==> src/rtl/dp_result_pkg.sv <==
// Shared definitions for the result collector: field widths of the {z,x}
// pair, the bit offsets of each field inside a stored pair, and a helper
// that classifies a one-bit-wider signed sum as in range or clipped.
package dp_result_pkg;

  localparam int Z_W        = 8;
  localparam int X_W        = 16;
  localparam int PAIR_W     = Z_W + X_W;
  localparam int PAIR_X_LSB = 0;
  localparam int PAIR_Z_LSB = X_W;

  typedef enum logic [1:0] {
    SAT_NONE = 2'd0,
    SAT_POS  = 2'd1,
    SAT_NEG  = 2'd2
  } sat_e;

  // A signed sum carried one bit wider than its destination overflowed
  // exactly when the top two bits disagree; the top bit gives the true sign.
  function automatic sat_e sat_check(input logic top_bit, input logic next_bit);
    if (top_bit == next_bit) begin
      return SAT_NONE;
    end else if (top_bit) begin
      return SAT_NEG;
    end else begin
      return SAT_POS;
    end
  endfunction

endpackage

==> src/rtl/dp_pair_fifo.sv <==
// Small synchronous FIFO with a show-ahead head.
// Ports:
//   Clk, Rst    clock and synchronous active-high reset
//   push        write push_data this cycle (ignored when full without a pop)
//   push_data   WIDTH-bit entry
//   pop         remove the head (ignored when empty)
//   head_valid  FIFO holds at least one entry
//   head_data   current head, forced to zero when empty
//   count       occupancy, 0..DEPTH
// A freshly written entry becomes visible the cycle after the push; there is
// no write-to-read bypass.
module dp_pair_fifo #(
  parameter int WIDTH = 24,
  parameter int DEPTH = 4
) (
  input  logic                     Clk,
  input  logic                     Rst,
  input  logic                     push,
  input  logic [WIDTH-1:0]         push_data,
  input  logic                     pop,
  output logic                     head_valid,
  output logic [WIDTH-1:0]         head_data,
  output logic [$clog2(DEPTH):0]   count
);

  localparam int AW = $clog2(DEPTH);

  logic [WIDTH-1:0] mem [DEPTH];

  logic [AW-1:0] wr_ptr_q, wr_ptr_d;
  logic [AW-1:0] rd_ptr_q, rd_ptr_d;
  logic [AW:0]   count_q, count_d;
  logic          push_ok, pop_ok;

  always_comb begin
    pop_ok   = pop && (count_q != '0);
    // A push into a full FIFO is only legal when the head leaves the same cycle.
    push_ok  = push && ((count_q != (AW+1)'(DEPTH)) || pop_ok);
    wr_ptr_d = wr_ptr_q;
    rd_ptr_d = rd_ptr_q;
    count_d  = count_q;
    // Pointers are AW bits wide, so DEPTH being a power of two makes them wrap.
    if (push_ok) begin
      wr_ptr_d = wr_ptr_q + AW'(1);
    end
    if (pop_ok) begin
      rd_ptr_d = rd_ptr_q + AW'(1);
    end
    case ({push_ok, pop_ok})
      2'b10:   count_d = count_q + (AW+1)'(1);
      2'b01:   count_d = count_q - (AW+1)'(1);
      default: count_d = count_q;
    endcase
  end

  always_ff @(posedge Clk) begin
    if (Rst) begin
      wr_ptr_q <= '0;
      rd_ptr_q <= '0;
      count_q  <= '0;
    end else begin
      wr_ptr_q <= wr_ptr_d;
      rd_ptr_q <= rd_ptr_d;
      count_q  <= count_d;
    end
  end

  // Storage carries no reset; occupancy alone decides what is meaningful.
  always_ff @(posedge Clk) begin
    if (push_ok && !Rst) begin
      mem[wr_ptr_q] <= push_data;
    end
  end

  assign head_valid = (count_q != '0);
  assign head_data  = head_valid ? mem[rd_ptr_q] : '0;
  assign count      = count_q;

endmodule

==> src/rtl/dp_result_collector.sv <==
// Downstream collector for the Circuit1 datapath.
// Realigns the same-cycle z result with the one-cycle-later x result into a
// {z,x} pair, queues pairs in a DEPTH-entry FIFO and presents them on a
// valid/ready output. Also keeps a saturating signed running sum of every
// drained x value.
// Ports:
//   Clk, Rst           clock and synchronous active-high reset
//   in_valid/in_ready  sample issue handshake (in_ready is credit based)
//   z_in               signed z, same cycle as in_valid
//   x_in               signed x, the cycle after in_valid
//   out_valid/out_ready/out_z/out_x  FIFO head handshake and data
//   count              FIFO occupancy
//   acc_clr            clear running sum and its saturation flag
//   acc_x, acc_sat     running sum of popped x and sticky clip flag
//   ovf                sticky: a sample was offered while in_ready was low
module dp_result_collector
  import dp_result_pkg::*;
#(
  parameter int DEPTH = 4,
  parameter int ACC_W = 24
) (
  input  logic                    Clk,
  input  logic                    Rst,
  input  logic                    in_valid,
  output logic                    in_ready,
  input  logic [Z_W-1:0]          z_in,
  input  logic [X_W-1:0]          x_in,
  output logic                    out_valid,
  input  logic                    out_ready,
  output logic [Z_W-1:0]          out_z,
  output logic [X_W-1:0]          out_x,
  output logic [$clog2(DEPTH):0]  count,
  input  logic                    acc_clr,
  output logic [ACC_W-1:0]        acc_x,
  output logic                    acc_sat,
  output logic                    ovf
);

  localparam int CW = $clog2(DEPTH) + 1;

  logic             v_q, v_d;
  logic [Z_W-1:0]   z_q, z_d;
  logic [ACC_W-1:0] acc_x_q, acc_x_d;
  logic             acc_sat_q, acc_sat_d;
  logic             ovf_q, ovf_d;

  logic [PAIR_W-1:0] push_pair;
  logic [PAIR_W-1:0] head_pair;
  logic              head_valid;
  logic              pop;
  logic [CW-1:0]     fifo_count;
  logic [CW-1:0]     credit_used;
  logic [ACC_W:0]    sum_w;
  logic [X_W-1:0]    head_x;
  logic [Z_W-1:0]    head_z;

  dp_pair_fifo #(
    .WIDTH (PAIR_W),
    .DEPTH (DEPTH)
  ) u_fifo (
    .Clk        (Clk),
    .Rst        (Rst),
    .push       (v_q),
    .push_data  (push_pair),
    .pop        (pop),
    .head_valid (head_valid),
    .head_data  (head_pair),
    .count      (fifo_count)
  );

  always_comb begin
    head_z = head_pair[PAIR_Z_LSB +: Z_W];
    head_x = head_pair[PAIR_X_LSB +: X_W];

    push_pair = '0;
    push_pair[PAIR_Z_LSB +: Z_W] = z_q;
    push_pair[PAIR_X_LSB +: X_W] = x_in;

    // A sample in flight in the align register already owns a FIFO slot, so
    // counting it here means the push one cycle later can never find it full.
    credit_used = fifo_count + CW'(v_q);
    in_ready    = (credit_used < CW'(DEPTH));

    pop = head_valid && out_ready;

    v_d   = in_valid && in_ready;
    z_d   = z_in;
    ovf_d = ovf_q || (in_valid && !in_ready);

    // Sum one bit wider than the accumulator so a single add cannot wrap.
    sum_w = {acc_x_q[ACC_W-1], acc_x_q}
          + {{(ACC_W + 1 - X_W){head_x[X_W-1]}}, head_x};

    acc_x_d   = acc_x_q;
    acc_sat_d = acc_sat_q;
    if (acc_clr) begin
      acc_x_d   = '0;
      acc_sat_d = 1'b0;
    end else if (pop) begin
      case (sat_check(sum_w[ACC_W], sum_w[ACC_W-1]))
        SAT_POS: begin
          acc_x_d   = {1'b0, {(ACC_W-1){1'b1}}};
          acc_sat_d = 1'b1;
        end
        SAT_NEG: begin
          acc_x_d   = {1'b1, {(ACC_W-1){1'b0}}};
          acc_sat_d = 1'b1;
        end
        default: acc_x_d = sum_w[ACC_W-1:0];
      endcase
    end
  end

  always_ff @(posedge Clk) begin
    if (Rst) begin
      v_q       <= 1'b0;
      z_q       <= '0;
      acc_x_q   <= '0;
      acc_sat_q <= 1'b0;
      ovf_q     <= 1'b0;
    end else begin
      v_q       <= v_d;
      z_q       <= z_d;
      acc_x_q   <= acc_x_d;
      acc_sat_q <= acc_sat_d;
      ovf_q     <= ovf_d;
    end
  end

  assign out_valid = head_valid;
  assign out_z     = head_z;
  assign out_x     = head_x;
  assign count     = fifo_count;
  assign acc_x     = acc_x_q;
  assign acc_sat   = acc_sat_q;
  assign ovf       = ovf_q;

endmodule

==> config.mk <==
export PLATFORM = sky130hd
export DESIGN_NAME = dp_result_collector
export DESIGN_NICKNAME = d
export VERILOG_FILES = /design/src/rtl/dp_result_pkg.sv /design/src/rtl/dp_pair_fifo.sv /design/src/rtl/dp_result_collector.sv
export SDC_FILE = /design/constraint.sdc
export NUM_CORES = 1
export LEC_CHECK = 0
export BUFFER_PORTS_ARGS = -buffer_cell sky130_fd_sc_hd__buf_2
export CELL_PAD_IN_SITES_DETAIL_PLACEMENT = 0
export CELL_PAD_IN_SITES_GLOBAL_PLACEMENT = 1
export CORE_MARGIN = 3
export CORE_UTILIZATION = 51
export CTS_CLUSTER_SIZE = 12
export DETAILED_ROUTE_END_ITERATION = 10
export PLACE_DENSITY_LB_ADDON = 0.1
export SLEW_MARGIN = 20
export SYNTH_ARGS = -nofsm -noshare
export SYNTH_HDL_FRONTEND = slang
export SYNTH_HIERARCHICAL = 1
export SYNTH_SLANG_ARGS = --single-unit
==> constraint.sdc <==
create_clock -name Clk -period 8.4 [get_ports Clk]
set_input_delay 1.26 -clock Clk [delete_from_list [all_inputs] [get_ports Clk]]
set_output_delay 1.26 -clock Clk [all_outputs]
set_load 0.1 [all_outputs]
* After elaboration in Yosys (flattened, before gate mapping)
Memories as Yosys holds them, arrays and structs flattened. A register that Yosys moved wholly into a read port is not among the register bits.
Index checks and enable logic that the tools add are counted.
** Storage, ports and cells
- Register bits :: 42
- RAM bits :: 96
- Input port bits :: 29
- Output and inout bits :: 55
- Logic and storage cells :: 48
- Memories kept :: 1
** Cells by class
- Add/sub/neg operators :: 6
- $lt $le $gt $ge :: 1
- Equality and inequality tests :: 6
- Muxes and demuxes :: 11
- Reduce and logical (&&, ||, !) cells :: 15
** Memories
- u_fifo.mem :: words 4, bits a word 24, read ports 1, clocked after Yosys merged registers in 1, wr ports 1, line dp_pair_fifo.sv:28 : logic [WIDTH-1:0] mem [DEPTH];
** Operator list (count)
- case mux 24 bit (2 select lines) :: 1
- adder 24 x 16 -> 25 bit :: 1
- two-way mux 24 bit :: 1
- two-way mux 2 bit :: 6
- logical AND 1 bit :: 6
- case mux 3 bit (2 select lines) :: 1
- adder 2 x 1 -> 2 bit (second input constant) :: 2
- == test 2 x 1 -> 1 bit (second input constant) :: 2
- == test 2 bit (second input constant) :: 2
- OR reduction 2 bit :: 2
- adder 3 x 1 -> 3 bit :: 1
- adder 3 x 1 -> 3 bit (second input constant) :: 1
- < comparator 3 bit (second input constant) :: 1
- inequality test 3 bit (second input constant) :: 1
- nonzero test 3 bit :: 1
- subtractor 3 x 1 -> 3 bit (second input constant) :: 1
- zero test 1 bit :: 2
- logical OR 1 bit :: 2
- two-way mux 1 bit :: 2
- AND reduction 2 bit :: 1
- nonzero test 2 bit :: 1
- == test 1 bit :: 1

* Depth between registers and ports, before layout
Gate-level depths: netlist of run 1.
- Word-level depth :: 10
- Depth in mapped cells :: 20
- Depth with buffers taken out :: 18

* Hierarchy
Netlist of run 1, hierarchy kept.
** By module, submodules not included
- dp_pair_fifo :: instances 1, cells each 216, area each 4207.8 sq um, sequential area each 3062.9 sq um
- dp_result_collector :: instances 1, cells each 308, area each 2457.4 sq um, sequential area each 700.7 sq um

* Worst setup path before layout of run 1
OpenSTA, ideal clock, no wires.
- Path kind :: register -> register
- From :: reg u_fifo.count_q[1], in the netlist u_fifo/count[1]
- To :: reg acc_x_q[22], in the netlist acc_x[22]
- Library setup time :: 0.087 ns
- Arrival :: 5.834 ns
- Data required time :: 8.313 ns
- Path slack :: 2.479 ns
- Stages on the path, launching flop included :: 21
- Buffers on the path :: 5
- Period minus slack after synthesis :: 5.921 ns
- Cells stage by stage :: dfxtp_1 -> or3_1 -> buf_6 -> buf_2 -> and2_1 -> ha_1 -> clkbuf_1 -> a21o_1 -> a21o_1 -> a21oi_1 -> o211ai_2 -> a311oi_2 -> xnor2_1 -> ha_1 -> clkbuf_1 -> inv_1 -> a21o_1 -> clkbuf_1 -> a21oi_1 -> a311o_1 -> o31ai_1
** On the way
- Word-level cells in the longest chain between the ends :: 9
- Elaborated cells between the ends (all ways) :: 12
- Those cells by class :: 1 x add/sub; 3 x eq/ne; 6 x mux; 2 x reduce/logical
** RTL lines
- from (decl) :: line dp_pair_fifo.sv:32 : logic [AW:0] count_q, count_d;
- from (signal assigned) :: line dp_pair_fifo.sv:64 : count_q <= count_d;
- nonzero test 3 bit (*) :: line dp_pair_fifo.sv:75 : assign head_valid = (count_q != '0);
- net out_valid :: line dp_result_collector.sv:28 : output logic out_valid,
- two-way mux 24 bit (*) :: line dp_pair_fifo.sv:76 : assign head_data = head_valid ? mem[rd_ptr_q] : '0;
- net out_x[15] :: line dp_result_collector.sv:31 : output logic [X_W-1:0] out_x,
- adder 24 x 16 -> 25 bit (*) :: line dp_result_collector.sv:92 : + {{(ACC_W + 1 - X_W){head_x[X_W-1]}}, head_x};
- two-way mux 2 bit / == test 1 bit (equally long branches) :: line dp_result_pkg.sv:23, dp_result_pkg.sv:21
- two-way mux 2 bit :: line dp_result_pkg.sv:21 : if (top_bit == next_bit) begin
- two-way mux 2 bit :: line dp_result_collector.sv:99 : end else if (pop) begin
- two-way mux 2 bit :: line dp_result_collector.sv:96 : if (acc_clr) begin
- == test 2 bit / == test 2 x 1 -> 1 bit (equally long branches) :: line dp_result_collector.sv:100 : case (sat_check(sum_w[ACC_W], sum_w[ACC_W-1]))
- case mux 24 bit (2 select lines) (*) :: line dp_result_collector.sv:100
- to (signal assigned) :: line dp_result_collector.sv:118 : acc_x_q <= '0;
- to (signal assigned) :: line dp_result_collector.sv:124 : acc_x_q <= acc_x_d;
- to (decl) :: line dp_result_collector.sv:43 : logic [ACC_W-1:0] acc_x_q, acc_x_d;
Mark *: on every way through the listed nets, which the timed path passes. The rest lies on a longest branch. The select of a mux whose other input is x is not followed.
A chain may end at the register's enable or synchronous reset.

==> flow_metrics.env, run 1 <==
export IMPL_ys_warn_count=6
export IMPL_drive_above_1_share_pct=25.36
export IMPL_setup_viol=0
export IMPL_cts_buffers=17
export IMPL_ys_seq_area_share_pct=56.47
export IMPL_hold_viol=0
export IMPL_fp_dieH_um=120.3
export IMPL_place_port_buffers=83
export IMPL_finalCritPeriodShare_pct=63.08
export IMPL_final_common_cell="edfxtp_1"
export IMPL_core_rowCount=41
export IMPL_status="completed"
export IMPL_grt_overflow_total=0
export IMPL_synthArstFlopShare_pct=0
export IMPL_grt_pass1_vias=4496
export IMPL_die_x_um=120.3
export IMPL_rr_worst_depth=17
export IMPL_die_area_um2=14480
export IMPL_hp_class="reg -> reg"
export IMPL_htreeDepth=4
export IMPL_cp_end_kind="flop"
export IMPL_root_buffer="clkbuf_16"
export IMPL_maxCapViolCount=0
export IMPL_routabilityCongestion=0.8762
export IMPL_p_per_area_nw_per_um2=199.4
export IMPL_timing_slew_headroom_pct=41.96
export IMPL_initial_core_util_pct=52.39
export IMPL_ys_flop_type="edfxtp_1"
export IMPL_clockBufferDepth=2
export IMPL_vdd_drop_max_v=0.0001264
export IMPL_cts_resized=0
export IMPL_dr_pass1_iters=5
export IMPL_fin_tns_setup_ps=0
export IMPL_syn_area_um2=6665
export IMPL_arrival_ps=5640
export IMPL_dp_slack_ps=2982
export IMPL_syn_to_final_growth_pct=16.54
export IMPL_nNetsFinal=670
export IMPL_synth_edff_count=96
export IMPL_ys_seq_elements=140
export IMPL_clock_skew_ps=7.046
export IMPL_worstSkewPairLatency_ps=420
export IMPL_wl_per_cell_um=18.37
export IMPL_pin_count=84
export IMPL_antenna_found_initial=0
export IMPL_grt_pass1_wl_um=23560
export IMPL_dp_hpwl_um=10320
export IMPL_grt_max_degree=30
export IMPL_crit_fanout=24
export IMPL_syn_num_nets=584
export IMPL_core_area_um2=12720
export IMPL_postRouteAntennaNets=0
export IMPL_cts_hold_buffers_added=0
export IMPL_synthDistinctLibCells=63
export IMPL_drc=0
export IMPL_grt_usage_pct=21.47
export IMPL_routed_wirelength_um=14600
export IMPL_cts_tree="done"
export IMPL_setup_ws_ps=3101
export IMPL_leakage_nw=2.974
export IMPL_post_cts_repair_setup_buffers=0
export IMPL_numClockSinks=140
export IMPL_slew_violations=0
export IMPL_vias=4455
export IMPL_final_cell_mix="edfxtp_1, buf_2, a21oi_1, dfxtp_1, nor2_1"
export IMPL_path_class="reg -> reg"
export IMPL_required_ps=8740
export IMPL_avgSynthCellArea_um2=12.72
export IMPL_hold_depth=2
export IMPL_min_period_ps=5299
export IMPL_syn_instance_count=524
export IMPL_holdWs_ps=475.2
export IMPL_tightest_slew_ps=870.6
export IMPL_drtIter0Drc=349
export IMPL_viasPerCell=5.604
export IMPL_grt_setup_unrepaired="false"
export IMPL_clock_fmax_mhz=188.7
export IMPL_num_antenna_cells=0
export IMPL_clk_pin_slew_ps=60
export IMPL_critPathLaunchType="flop"
export IMPL_nFillCells=1074
-- layer usage --
layer | part of all wire, % | vias up | global-route usage [%]
li1 | - | 2157 | -
met1 | 44 | 2187 | 27.21
met2 | 50 | 100 | 35.30
met3 | 4.6 | 11 | 6.268
met4 | 1.0 | 0 | 7.861
met5 | 0 | - | 0
-- power breakdown --
part	leakage [nW]	switching (W)	internal (W)
registers	1.23	0.00000666	0.000747
logic	1.47	0.0000748	0.0000267
clock network	0.272	0.000278	0.000415
total	2.97	0.000360	0.00119
-- critical path, cell delays in order (launching register included) --
cell	delay (ps)
dfxtp_2	900
mux4_2	590
and2_1	210
ha_1	350
a21oi_1	210
o21ai_1	140
or3_4	350
o21ai_2	170
o211ai_2	140
a311oi_2	320
xnor2_1	100
ha_1	490
inv_1	200
a21o_1	340
nand2_1	210
nand2_1	240
o21ai_0	140
a21oi_1	120
-- per-stage QoR --
step	area (µm²)	utilization, %	power, W	instances
detailed placement	7206	56.64	0.0008704	763
global placement	7206	56.64	0.0008679	763
CTS	7765	61.03	0.001565	795
floorplan	6665	-	0.0008416	524
global route	7767	61.05	0.001606	795
finish	7767	61.05	0.001549	795
-- cells by family (layout without fill, tap and decap cells) --
| family | after synthesis | count (layout) | share of synthesized area, % |
|---|---|---|---|
| AOI/OAI and AO/OA | 127 | 127 | 12.32 |
| xor gates and xnor gates | 25 | 25 | 3.285 |
| adders and majority gates | 31 | 31 | 6.045 |
| buffers and inverters | 36 | 135 | 2.891 |
| DFF | 140 | 140 | 56.47 |
| muxes | 25 | 25 | 8.260 |
| and+or+nand+nor | 140 | 140 | 10.74 |
-- cells in the mapped netlist (2+ instances only) --
library cell | n | area (µm²)
a211oi_1 | 4 | 30.03
a21o_1 | 6 | 45.04
a21oi_1 | 43 | 215.2
a31oi_1 | 6 | 37.54
and2_1 | 31 | 193.9
and3_1 | 2 | 12.51
buf_12 | 2 | 40.04
buf_2 | 4 | 20.02
buf_6 | 2 | 22.52
clkbuf_1 | 12 | 45.04
dfxtp_1 | 44 | 880.8
edfxtp_1 | 96 | 2883
fa_1 | 2 | 40.04
ha_1 | 29 | 362.9
inv_1 | 11 | 41.29
mux4_2 | 24 | 540.5
nand2_1 | 22 | 82.58
nand2b_1 | 2 | 12.51
nand3_1 | 9 | 45.04
nand4_1 | 4 | 25.02
nor2_1 | 38 | 142.6
nor2b_1 | 13 | 81.33
nor3_1 | 8 | 40.04
o2111ai_1 | 3 | 26.28
o211a_1 | 2 | 20.02
o211ai_1 | 7 | 52.55
o21a_1 | 4 | 30.03
o21ai_0 | 29 | 145.1
o31ai_1 | 5 | 37.54
or2_2 | 2 | 12.51
or3_1 | 3 | 18.77
xnor2_1 | 20 | 175.2
xor2_1 | 5 | 43.79
-- registers in the layout, indices dropped and copies added (netlist names), named ones only --
signal and count:
u_fifo/mem 96, acc_x 24, z_q 8, u_fifo/count 3, u_fifo/rd_ptr_q 2, u_fifo/wr_ptr_q 2
acc_sat 1, ovf 1, v_q 1
-- final cells by class --
type,instances,area (µm²),area share (%)
clock buffer,19,442.9,5.702
multi-input combinational,348,2711,34.91
inverter,13,48.80,0.6282
sequential,140,3765,48.47
tap,172,215.2,2.771
clock inverter,13,116.4,1.498
timing repair buffer,90,467.9,6.024
-- worst paths after layout --
kind	from	endpoint	slack [ps]
min reg2reg	ovf	ovf	480
max reg2reg	flop	acc_x[18]	3100
min	ovf	ovf	480
max	flop	acc_x[18]	3100
Power figures use the tool's default switching activity.
==> run 2, diff against run 1 <==
--- a/config.mk
+++ b/config.mk
@@ -9,7 +9,7 @@
 export CELL_PAD_IN_SITES_DETAIL_PLACEMENT = 0
 export CELL_PAD_IN_SITES_GLOBAL_PLACEMENT = 1
 export CORE_MARGIN = 3
-export CORE_UTILIZATION = 51
+export CORE_UTILIZATION = 47
 export CTS_CLUSTER_SIZE = 12
 export DETAILED_ROUTE_END_ITERATION = 10
 export PLACE_DENSITY_LB_ADDON = 0.1
==> constraint.sdc (replaced) <==
create_clock -name Clk -period 5.1 [get_ports Clk]
set_input_delay 0.765 -clock Clk [delete_from_list [all_inputs] [get_ports Clk]]
set_output_delay 0.765 -clock Clk [all_outputs]
set_load 0.1 [all_outputs]
==> run 2 against run 1 <==
  * Design area up 1.2%
  * Via count up 0.31%
  * Sequential share of layout area down 0.55 points
==> flow_metrics.env, run 2 (synthesis gave the netlist of run 1 again) <==
export IMPL_max_stage_delay_ps=600
export IMPL_drive_above_1_share_pct=27.17
export IMPL_pwr_share_clk_pct=45.6
export IMPL_root_buffer="clkbuf_16"
export IMPL_final_common_cell="edfxtp_1"
export IMPL_crit_cells=17
export IMPL_arrival_ps=4810
export IMPL_crit_path_end="acc_x[18]"
export IMPL_die_area_um2=15650
export IMPL_grt_usage_pct=19.63
export IMPL_cts_tree="done"
export IMPL_htreeDepth=4
export IMPL_grt_max_degree=36
export IMPL_grt_overflow_total=0
export IMPL_clockBufferDepth=2
export IMPL_required_ps=5430
export IMPL_final_cell_mix="edfxtp_1, buf_2, a21oi_1, dfxtp_1, nor2_1"
export IMPL_finalCritPeriodShare_pct=87.79
export IMPL_pin_count=84
export IMPL_grt_pass1_wl_um=24180
export IMPL_grt_pass1_vias=4633
export IMPL_num_antenna_cells=0
export IMPL_grt_setup_unrepaired="false"
export IMPL_path_delay_family="compound AO/OA/AOI/OAI gates"
export IMPL_status="completed"
export IMPL_rr_worst_depth=17
export IMPL_vias=4469
export IMPL_cts_resized=0
export IMPL_fp_dieH_um=125.1
export IMPL_crit_top_cell="a21o_1"
export IMPL_numClockSinks=140
export IMPL_internal_power_w=0.001970
export IMPL_die_x_um=125.1
export IMPL_critical_path_slowest_cell="or3_1"
export IMPL_slew_violations=0
export IMPL_registers_top_by_ff_count="u_fifo/mem"
export IMPL_cts_hold_buffers_added=0
export IMPL_maxCapViolCount=0
export IMPL_drc=0
export IMPL_swShare_pct=24.01
export IMPL_wl_per_cell_um=18.36
export IMPL_hp_class="reg -> reg"
export IMPL_r2r_start="u_fifo/count[1]"
export IMPL_critPathLaunchType="flop"
export IMPL_combPwrFrac_pct=6.5
export IMPL_initial_core_util_pct=49.16
export IMPL_path_class="reg -> reg"
export IMPL_crit_start="u_fifo/count[1]"
export IMPL_vdd_drop_max_v=0.0002240
export IMPL_clock_skew_ps=11.41
export IMPL_setup_viol=0
export IMPL_r2r_end="acc_x[18]"
export IMPL_tightest_slew_ps=998.9
export IMPL_worstSkewPairLatency_ps=410
export IMPL_dp_cells=777
export IMPL_dr_pass1_iters=4
export IMPL_place_port_buffers=83
export IMPL_dp_hpwl_um=10560
export IMPL_antenna_found_initial=0
export IMPL_post_cts_repair_setup_buffers=0
export IMPL_nNetsFinal=680
export IMPL_p_per_area_nw_per_um2=329.7
export IMPL_largest_reg_flops=96
export IMPL_crit_fanout=16
export IMPL_leakage_nw=3.037
export IMPL_reg2reg_slack_ps=620
export IMPL_fin_tns_setup_ps=0
export IMPL_crit_buf_inv=2
export IMPL_timing_slew_headroom_pct=33.41
export IMPL_postRouteAntennaNets=0
export IMPL_min_delay_start="ovf"
export IMPL_cts_buffers=17
export IMPL_clock_fmax_mhz=223.4
export IMPL_routabilityCongestion=0.8736
export IMPL_core_area_um2=13560
export IMPL_drtIter0Drc=328
export IMPL_syn_to_final_growth_pct=17.98
export IMPL_routed_wirelength_um=14850
export IMPL_core_rowCount=42
export IMPL_power_switching_w=0.0006226
export IMPL_cp_end_kind="flop"
export IMPL_min_period_ps=4477
export IMPL_viasPerCell=5.524
export IMPL_hold_viol=0
export IMPL_seq_power_share_pct=47.9
export IMPL_stdcell_count=809
export IMPL_cp_cell_sequence="or3_1 -> buf_4 -> and2_4 -> ha_1 -> a21o_1 -> a21o_1 -> a21oi_1 -> o211ai_2 -> a311oi_2 -> xnor2_1 -> ha_1 -> inv_1 -> a21o_1 -> nand2_1 -> nand2_1 -> o21ai_0 -> a21oi_1"
export IMPL_clk_pin_slew_ps=60
run 2: how the worst min path moves through the flow:
stage                     slack (ps)                end  cells after the start
final                            470                ovf                      2
after global routing             500  u_fifo/mem[2][21]                      0
after CTS                        480                ovf                      2
after detailed placement         460                ovf                      2
after global placement           450  u_fifo/mem[1][19]                      0
after floorplan                  440  u_fifo/mem[0][16]                      0
run 2: layout make-up:
cell class / count / area (µm²)
tap: 176 / 220.2
clock inverter: 14 / 132.6
multi-input combinational: 348 / 2711
clock buffer: 18 / 439.2
fill: 1142 / 5694
sequential: 140 / 3769
timing repair buffer: 100 / 543.0
inverter: 13 / 48.80
run 2: tightest hold or removal path: stages, from the launching register on:
cell and delay [ps]:
dfxtp_1 330, a21oi_1 40, nor2_1 70
run 2: through the flow:
step           worst slack, ps  cell area [µm²]  utilization, %  hold WS [ps]  power, W
6_report                 622.9             7864           58.00         473.9  0.002593
5_1_grt                  305.2             7864           58.00         495.3  0.002690
4_1_cts                  608.8             7864           58.00         475.4  0.002621
3_5_place_dp             644.3             7292           53.78         458.9  0.001436
3_3_place_gp             767.1             7292           53.78         447.5  0.001433
2_1_floorplan            10.60             6671               -         438.3  0.001386
run 2: per-layer routing:
metal  GRT usage [%]  vias to the layer above  routed length (µm)
met5               0                        -                   0
met2           34.58                       99                7656
met3           4.222                       12                 648
met4           5.676                        0                 192
met1           24.46                     2191                6353
li1                -                     2167                   -
run 2: power by group through the flow:
stage	logic [W]	registers, W	clock network, W
5_1_grt	0.000183	0.00124	0.00126
3_3_place_gp	0.000169	0.00126	0
2_1_floorplan	0.000106	0.00128	0
6_report	0.000169	0.00124	0.00118
3_5_place_dp	0.000171	0.00127	0
4_1_cts	0.000171	0.00124	0.00121
==> run 3, diff against run 2 <==
--- a/config.mk
+++ b/config.mk
@@ -5,14 +5,14 @@
 export SDC_FILE = /design/constraint.sdc
 export NUM_CORES = 1
 export LEC_CHECK = 0
-export BUFFER_PORTS_ARGS = -buffer_cell sky130_fd_sc_hd__buf_2
 export CELL_PAD_IN_SITES_DETAIL_PLACEMENT = 0
 export CELL_PAD_IN_SITES_GLOBAL_PLACEMENT = 1
 export CORE_MARGIN = 3
-export CORE_UTILIZATION = 47
+export CORE_UTILIZATION = 52
 export CTS_CLUSTER_SIZE = 12
 export DETAILED_ROUTE_END_ITERATION = 10
-export PLACE_DENSITY_LB_ADDON = 0.1
+export DONT_BUFFER_PORTS = 1
+export PLACE_DENSITY = 0.84
 export SLEW_MARGIN = 20
 export SYNTH_ARGS = -nofsm -noshare
 export SYNTH_HDL_FRONTEND = slang
==> run 3 against run 2 <==
  * Setup slack worse by 65 ps
  * Sequential power hardly changed
  * Utilization increased by 5.6 points
  * Register-to-register slack worse by 70 ps
  * Critical path depth is the same
  * Fmax decreased by 1.4%
  * Critical endpoint is now acc_x[20]
  * Largest power group is now clock
  * Highest routed layer unchanged
==> flow_metrics.env, run 3 (synthesis gave the netlist of run 1 again) <==
export IMPL_die_area_um2=14210
export IMPL_busiest_layer="met2"
export IMPL_cts_buffers=17
export IMPL_grt_pass1_wl_um=23820
export IMPL_die_x_um=119.2
export IMPL_registers_top_by_ff_count="u_fifo/mem"
export IMPL_maxCapViolCount=0
export IMPL_viasPerCell=5.878
export IMPL_grt_setup_unrepaired="false"
export IMPL_pin_count=84
export IMPL_clock_fmax_mhz=220.2
export IMPL_root_buffer="clkbuf_16"
export IMPL_arrival_ps=4880
export IMPL_dp_hpwl_um=10160
export IMPL_postRouteAntennaNets=0
export IMPL_tightest_slew_ps=1062
export IMPL_holdWs_ps=402.8
export IMPL_use_met1_pct=26.99
export IMPL_final_cell_mix="edfxtp_1, buf_4, a21oi_1, dfxtp_1, nor2_1"
export IMPL_clk_pin_slew_ps=60
export IMPL_hp_class="in -> reg"
export IMPL_fin_tns_setup_ps=0
export IMPL_cp_end_kind="flop"
export IMPL_syn_to_final_growth_pct=16.93
export IMPL_required_ps=5440
export IMPL_core_area_um2=12260
export IMPL_cts_resized=0
export IMPL_grt_max_degree=29
export IMPL_gr_usage_met3_pct=6.220
export IMPL_clock_skew_ps=8.944
export IMPL_dp_slack_ps=574.5
export IMPL_routabilityCongestion=0.8624
export IMPL_initial_core_util_pct=54.36
export IMPL_nNetsFinal=635
export IMPL_setup_ws_ps=557.8
export IMPL_place_port_buffers=0
export IMPL_dr_pass1_iters=5
export IMPL_drtIter0Drc=411
export IMPL_drc=0
export IMPL_wl_per_cell_um=19.74
export IMPL_crit_fanout=15
export IMPL_grt_usage_pct=21.92
export IMPL_worstSkewPairLatency_ps=420
export IMPL_hold_viol=0
export IMPL_final_common_cell="edfxtp_1"
export IMPL_setup_viol=0
export IMPL_timing_slew_headroom_pct=29.11
export IMPL_p_per_area_nw_per_um2=349.6
export IMPL_largest_reg_flops=96
export IMPL_vdd_drop_max_v=0.0003066
export IMPL_vias=4444
export IMPL_path_class="reg -> reg"
export IMPL_antenna_found_initial=0
export IMPL_nFillCells=922
export IMPL_numClockSinks=140
export IMPL_status="completed"
export IMPL_finalCritPeriodShare_pct=89.06
export IMPL_routed_wirelength_um=14930
export IMPL_grt_pass1_vias=4489
export IMPL_htreeDepth=4
export IMPL_min_period_ps=4542
export IMPL_core_rowCount=40
export IMPL_cts_hold_buffers_added=0
export IMPL_slew_violations=0
export IMPL_critPathLaunchType="flop"
export IMPL_drive_above_1_share_pct=21.77
export IMPL_use_met2_pct=36.06
export IMPL_post_cts_repair_setup_buffers=0
export IMPL_fp_dieH_um=119.2
export IMPL_cts_tree="done"
export IMPL_clockBufferDepth=2
export IMPL_leakage_nw=2.860
export IMPL_num_antenna_cells=0
export IMPL_grt_overflow_total=0
==> run 3: critical path, stage by stage (launching register included) <==
cell	delay, ps
dfxtp_2	650
mux4_2	600
and2_1	200
ha_1	350
a21oi_1	210
o21ai_1	130
or3_4	350
o21ai_2	150
o211ai_2	140
a311oi_2	330
xnor2_1	160
ha_1	260
inv_1	110
a21o_1	170
nand2_1	160
nand2_1	220
o21ai_0	130
nor3_1	130
==> run 3: per-layer routing <==
layer | vias to the layer above | routed length [µm]
met1 | 2187 | 6128
met3 | 30 | 980
li1 | 2085 | -
met4 | 0 | 322
met5 | - | 0
met2 | 142 | 7495
==> run 3: area by class of cell <==
cell class,count,area (µm²),share of cell area [%]
inverter,13,48.80,0.6261
tap,168,210.2,2.697
sequential,140,3769,48.35
multi-input combinational,348,2713,34.80
timing repair buffer,55,412.9,5.298
clock buffer,20,456.7,5.860
clock inverter,12,183.9,2.360
==> run 3: final timing paths <==
kind / start / endpoint / slack, ps / cells after the start
hold reg to reg: z_q[5] / u_fifo/mem[0][21] / 480 / 0
setup / recovery: flop / acc_x[20] / 560 / 17
setup reg to reg: flop / acc_x[20] / 560 / 17
hold / removal: Rst / u_fifo/count[2] / 400 / 1
==> run 3: power by group <==
group	switching (W)	leakage, nW	internal, W
clock	0.000479	0.308	0.000851
combinational	0.000114	1.32	0.0000401
sequential	0.00000997	1.23	0.00123
==> run 3: per-stage QoR <==
step	total power, W	area (µm²)	instances	utilization (%)
CTS	0.002748	7794	756	63.56
finish	0.002724	7794	756	63.56
floorplan	0.001386	6671	524	-
detailed placement	0.001419	7153	724	58.34
global route	0.002807	7794	756	63.56
global placement	0.001415	7153	724	58.34
